<file path="config.mk">
export PLATFORM = sky130hd
export DESIGN_NAME = scatter_dispatch
export DESIGN_NICKNAME = d
export VERILOG_FILES = /design/src/rtl/scatter_dispatch_pkg.sv /design/src/rtl/scatter_dispatch_slot.sv /design/src/rtl/scatter_dispatch.sv
export SDC_FILE = /design/constraint.sdc
export NUM_CORES = 1
export LEC_CHECK = 0
export CORE_AREA = 4 4 252 254
export DETAILED_ROUTE_END_ITERATION = 6
export DIE_AREA = 0 0 256 258
export PLACE_DENSITY = 0.63
export SLEW_MARGIN = 20
export SYNTH_ARGS = -nofsm -noshare
export SYNTH_HDL_FRONTEND = slang
export SYNTH_SLANG_ARGS = --single-unit
</file>
<file path="constraint.sdc">
create_clock -name clk -period 28.6 [get_ports clk]
set_clock_uncertainty 0.15 [all_clocks]
set_input_delay 4.29 -clock clk [delete_from_list [all_inputs] [get_ports clk]]
set_output_delay 4.29 -clock clk [all_outputs]
set_load 0.1 [all_outputs]
</file>
<file path="src/rtl/scatter_dispatch_pkg.sv">
// Shared accelerator package: default beat geometry and dispatcher state encoding.
package scatter_dispatch_pkg;

   localparam int DEF_LANES = 16;
   localparam int DEF_DW    = 8;
   localparam int DEF_NCL   = 4;

   typedef enum logic [1:0] {
      ST_IDLE  = 2'd0,
      ST_UNI   = 2'd1,
      ST_BC    = 2'd2,
      ST_DRAIN = 2'd3
   } disp_state_e;

   // Pointer width that stays legal for a single-cluster build.
   function automatic int ptr_w(input int n);
      return (n > 1) ? $clog2(n) : 1;
   endfunction

endpackage

</file>
<file path="src/rtl/scatter_dispatch_slot.sv">
// One-entry output register for a single PE cluster; accepts a load whenever it is free.
module dispatch_slot #(
   parameter int BW = 128
) (
   input  logic          clk,
   input  logic          rst,
   input  logic          load,
   input  logic [BW-1:0] load_data,
   input  logic          out_ready,
   output logic          out_valid,
   output logic [BW-1:0] out_data,
   output logic          free
);

   assign free = !out_valid || out_ready;

   // A load wins over a pop, so pop+reload in one cycle keeps valid high with new data.
   always_ff @(posedge clk or posedge rst) begin
      if (rst) begin
         out_valid <= 1'b0;
         out_data  <= '0;
      end else if (load) begin
         out_valid <= 1'b1;
         out_data  <= load_data;
      end else if (out_ready) begin
         out_valid <= 1'b0;
      end
   end

endmodule

</file>
<file path="src/rtl/scatter_dispatch.sv">
// Frame dispatcher: spreads upstream beats round-robin (unicast) or to every cluster (broadcast).
module scatter_dispatch
   import scatter_dispatch_pkg::*;
#(
   parameter int LANES = DEF_LANES,
   parameter int DW    = DEF_DW,
   parameter int NCL   = DEF_NCL
) (
   input  logic                    clk,
   input  logic                    rst,
   input  logic                    mode_bcast,
   input  logic                    in_valid,
   output logic                    in_ready,
   input  logic [LANES*DW-1:0]     in_data,
   input  logic                    in_last,
   output logic [NCL-1:0]          out_valid,
   input  logic [NCL-1:0]          out_ready,
   output logic [NCL*LANES*DW-1:0] out_data,
   output logic                    frame_done,
   output logic                    busy
);

   localparam int BW = LANES * DW;
   localparam int PW = ptr_w(NCL);

   disp_state_e    state, state_nxt;
   logic [PW-1:0]  ptr, ptr_nxt;
   logic           done_nxt;
   logic           accept;
   logic [NCL-1:0] free;
   logic [NCL-1:0] load;

   always_comb begin
      in_ready = 1'b0;
      case (state)
         ST_UNI:  in_ready = free[ptr];
         ST_BC:   in_ready = &free;
         default: in_ready = 1'b0;
      endcase
   end

   assign accept = in_valid && in_ready;
   assign busy   = (state != ST_IDLE);

   // Mode is latched by the IDLE exit choice; later mode_bcast edges never reach the state.
   always_comb begin
      state_nxt = state;
      ptr_nxt   = ptr;
      done_nxt  = 1'b0;
      case (state)
         ST_IDLE: begin
            ptr_nxt = '0;
            if (in_valid) state_nxt = mode_bcast ? ST_BC : ST_UNI;
         end
         ST_UNI: begin
            if (accept) begin
               ptr_nxt = (ptr == PW'(NCL-1)) ? '0 : ptr + PW'(1);
               if (in_last) state_nxt = ST_DRAIN;
            end
         end
         ST_BC: begin
            if (accept && in_last) state_nxt = ST_DRAIN;
         end
         ST_DRAIN: begin
            if (out_valid == '0) begin
               state_nxt = ST_IDLE;
               ptr_nxt   = '0;
               done_nxt  = 1'b1;
            end
         end
         default: state_nxt = ST_IDLE;
      endcase
   end

   always_ff @(posedge clk or posedge rst) begin
      if (rst) begin
         state      <= ST_IDLE;
         ptr        <= '0;
         frame_done <= 1'b0;
      end else begin
         state      <= state_nxt;
         ptr        <= ptr_nxt;
         frame_done <= done_nxt;
      end
   end

   genvar k;
   generate
      for (k = 0; k < NCL; k++) begin : g_slot
         assign load[k] = accept && ((state == ST_BC) ||
                                     ((state == ST_UNI) && (ptr == PW'(k))));

         dispatch_slot #(.BW(BW)) u_slot (
            .clk       (clk),
            .rst       (rst),
            .load      (load[k]),
            .load_data (in_data),
            .out_ready (out_ready[k]),
            .out_valid (out_valid[k]),
            .out_data  (out_data[k*BW +: BW]),
            .free      (free[k])
         );
      end
   endgenerate

endmodule

</file>
### Word level (Yosys, flattened, before mapping)

Index checks and enable logic that the tools add are counted.

* flip-flop bits (word level): 521
* bits in latches: 0
* RAM bits: 0
* ROM bits: 0
* bits of input ports: 137
* output and inout port bits: 519
* word-level logic and storage cells: 81
* memories: 0

* add/subtract/negate cells: 1
* multiply operators: 0
* divide/modulo/power cells: 0
* order comparisons: 1
* equality and inequality tests: 11
* shift operators: 0
* mux-type cells: 23
* bitwise logic cells: 0
* reduce and logical (&&, ||, !) cells: 34

Operator list (number)
* $mux 2: 8
* $mux 1: 11
* $logic_and 1x1->1: 10
* $ne 2x2->1 const B: 5
* $reduce_bool 2->1: 5
* $eq 2x2->1 const B: 4
* $logic_or 1x1->1: 8
* $pmux 2 s4: 1
* $pmux 2 s3: 1
* $reduce_and 5->1: 1
* $eq 2x1->1 const B: 2
* $logic_not 1->1: 4
* $logic_not 2->1: 2
* $logic_not 4->1: 1
* $reduce_and 4->1: 1
* $lt 2x3->1 const B: 1
* $reduce_and 3->1: 1
* $reduce_bool 3->1: 1
* $add 2x1->2 const B: 1
* $bmux 1 s2: 1
* $pmux 1 s2: 1

### Depth between registers and ports, before layout

* word-level depth: 9
* mapped depth: 9
* mapped depth without buffers: 7

### Cells and area by module

From an unflattened synthesis, not the netlist that was laid out.

* cells, all modules: 1169
* area total of the unflattened synthesis: 20002.9 um2

By module, submodules not included
* dispatch_slot: times used 4, cells an instance 274, area each 4837.1 um2, sequential area each 3228.1 um2
* scatter_dispatch: times used 1, cells an instance 73, area each 654.4 um2, sequential area each 125.1 um2

### Least setup slack after synthesis

No wires, ideal clock.

* path type: input port to output port
* start point: in out_ready[0]
* end point: out in_ready
* arrival: 6.725 ns
* required time: 24.160 ns
* path slack: 17.435 ns
* stages on the path: 3
* buffers on the path: 0
* path through: nand2b_1 nand4b_1 o21ai_0

* longest elaborated chain between the ends: 4
* elaborated cells on any way between the ends: 5
* classes of those cells: mux (3); reduce/logical (2)

RTL lines
* from (decl): line scatter_dispatch.sv:17 `input logic [NCL-1:0] out_ready,`
* $logic_or 1x1->1 *: line scatter_dispatch_slot.sv:15 `assign free = !out_valid || out_ready;`
* $bmux 1 s2: line scatter_dispatch.sv:36 `ST_UNI: in_ready = free[ptr];`
* $mux 1 (not written as such): line scatter_dispatch.sv:36
* $pmux 1 s2 *: line scatter_dispatch.sv:35 `case (state)`
* to (decl): line scatter_dispatch.sv:13 `output logic in_ready,`

Mark *: on every way between the ends. The rest lies on a longest branch, timed or not. The select of a mux whose other input is x is not followed.

### Worst setup path in the final report

Same ends and word-level chain as after synthesis.

==> out/qor.csv <==
metric,value,unit
status,"complete, no violations",
RePlAce Congestion,0.8149,
met3 WL,4458,microns
grt ovf,0,
"flops & latches, synth",521,
Longest Clk Path Bufs,3,
"Top FF cell, synth",dfrtp_1,
clock sinks,521,
CTS tree,built,
TNS Setup,0,ps
clk_lat worst skew,590,ps
R2R Setup Slk,24930,ps
row count,91,
GRT Overall Usage,0.1732,
clock-pin slew on the worst setup and hold paths,60,ps
final wirelength,58640,microns
Worst Setup End Kind,output pin,
met1 WL,22780,microns
Critical Path RT,24160,ps
Top Layer Used,met5,
die span in x,256,microns
layout cells sized above 1,0.1006,
first-pass iteration count of the detailed router,5,
final count of hold timing violations,0,
relative slew slack,0.2672,
unrepaired setup endpoints after global routing,no,
Async SR Flop Fraction,1.000,
max frequency,89.16,MHz
total CTS buffers,55,
Tcrit/Tclk final,0.3922,
# IOs,656,
Synth Instances,1157,
WL/cell,22.06,microns
worst hold path type,reg2reg,
largest net degree at the start of global routing,98,
post-CTS setup buffers,0,
Final min period,11220,ps
Synth Net Count,1303,
Syn. warnings,0,
Filler cells,5322,
fin nets,1971,
element type at the critical path start,input port,
post-layout util,0.4726,
htree depth,2,
DP Wirelength,42370,microns
root buffer cell,clkbuf_16,
worst-margin pin slew,1096,ps
Final WS setup,17380,ps
most frequent cells in the layout,"655 x clkdlybuf4s50_1, 521 x dfrtp_1, 436 x mux2_1, 76 x mux2_2, 56 x clkbuf_16",
post-synth cell types,32,
"EDFF count, synth",0,
vias,12322,
# diodes,0,
IO buf count,655,
Die Y-Extent,258,microns
Post-Syn Area,19720,sq um
vias in the first global route,13617,
post-cts resize count,0,
"commonest non-fill, non-tap cell in the layout",clkdlybuf4s50_1,
count of pins over their slew limit,0,
Initial Utilization,0.3218,
CP Class,in2out,
CP arrival,6780,ps
drt first-iter violations,481,
critical path peak fanout,3,
Place WS,17410,ps
Hold Buf Count CTS,0,
initial antenna violation count,5,
Synth Area per Inst,17.04,sq um
first-pass GRT wire length,89160,microns
via/cell ratio,4.636,
synth-to-layout area growth,46.83,%
# DRC,0,
MaxCap Viol Count,0,
Detail Route met2 WL,29370,microns
endpoints failing setup,0,
Core Area,61260,sq um
ANT nets after route,0,
die area,66050,sq um
"Seq/Total Area, Yosys",0.6613,
## metal layers
metal | vias to the layer above | GRT usage
met5 | - | 0
met4 | 6 | 0.05836
met3 | 122 | 0.06041
met2 | 433 | 0.2989
met1 | 6318 | 0.2023
li1 | 5443 | -
## cell type report
type                       count  area, sq um  share of cell area
clock buffer                  82         1629             0.05628
clock inverter                18        287.8            0.009941
inverter                       9        41.29            0.001426
multi-input combinational    566         6243              0.2157
sequential                   521        13040              0.4504
tap                          790        988.4             0.03415
timing repair buffer         672         6720              0.2321
## path summary, 6_finish.rpt
path                                                           from                                          to  depth (start not counted)
max                                                    out_ready[0]                                    in_ready                          6
max reg2reg                                    state[0]$_DFFE_PP0P_   g_slot[0].u_slot.out_data[87]$_DFFE_PP0P_                          8
min reg2reg                g_slot[2].u_slot.out_data[8]$_DFFE_PP0P_    g_slot[2].u_slot.out_data[8]$_DFFE_PP0P_                          1
min in group asynchronous                                       rst   g_slot[0].u_slot.out_data[20]$_DFFE_PP0P_                          2
min                        g_slot[2].u_slot.out_data[8]$_DFFE_PP0P_    g_slot[2].u_slot.out_data[8]$_DFFE_PP0P_                          1
max in group asynchronous                                       rst  g_slot[3].u_slot.out_data[104]$_DFFE_PP0P_                          4
## state kept, by name (all words and copies together), names as in the netlist
signal and count:
frame_done 1, g_slot.u_slot.out_data 512, g_slot.u_slot.out_valid 4, ptr 2
state 2
## worst max-delay path, cell delays in order
cell	delay (ps)
clkdlybuf4s50_1	390
nand2b_1	180
mux4_2	520
nand3_1	150
o21ai_0	160
clkdlybuf4s50_1	1060
## cell families after synthesis
group	Yosys count	share of synthesized area
flip-flops	521	0.6613
multiplexers	513	0.2936
buffers and inverters	70	0.02380
AND/OR/NAND/NOR	26	0.007426
AO/OA/AOI/OAI	18	0.008188
adder cells (fa/ha/maj)	9	0.005712
## metrics by stage
step / instance area [sq um] / hold WS (ps) / instances
after floorplan: 19720 / 366.3 / 1157
after global placement: 26980 / 322.2 / 2556
after detailed placement: 27010 / 330.0 / 2557
after CTS: 28920 / 342.8 / 2657
after global routing: 28950 / 347.8 / 2658
final: 28950 / 336.6 / 2658
## synth_stat cells, types with 2 or more instances
| cell | instances | share of area |
|---|---|---|
| a21oi_1 | 2 | 0.00051 |
| a22o_1 | 2 | 0.00089 |
| and3_1 | 3 | 0.00095 |
| buf_2 | 9 | 0.0023 |
| buf_4 | 52 | 0.020 |
| dfrtp_1 | 521 | 0.66 |
| ha_1 | 9 | 0.0057 |
| inv_1 | 9 | 0.0017 |
| mux2_1 | 436 | 0.25 |
| mux2_2 | 76 | 0.043 |
| nand2_1 | 6 | 0.0011 |
| nand2b_1 | 4 | 0.0013 |
| nor2_1 | 2 | 0.00038 |
| nor4_1 | 3 | 0.00095 |
| o211ai_2 | 4 | 0.0025 |
| o21ai_0 | 2 | 0.00051 |
| o221ai_1 | 2 | 0.00089 |
Power is not shown: default switching activity piles up to over one toggle a cycle in this logic, so the estimate is an artifact.
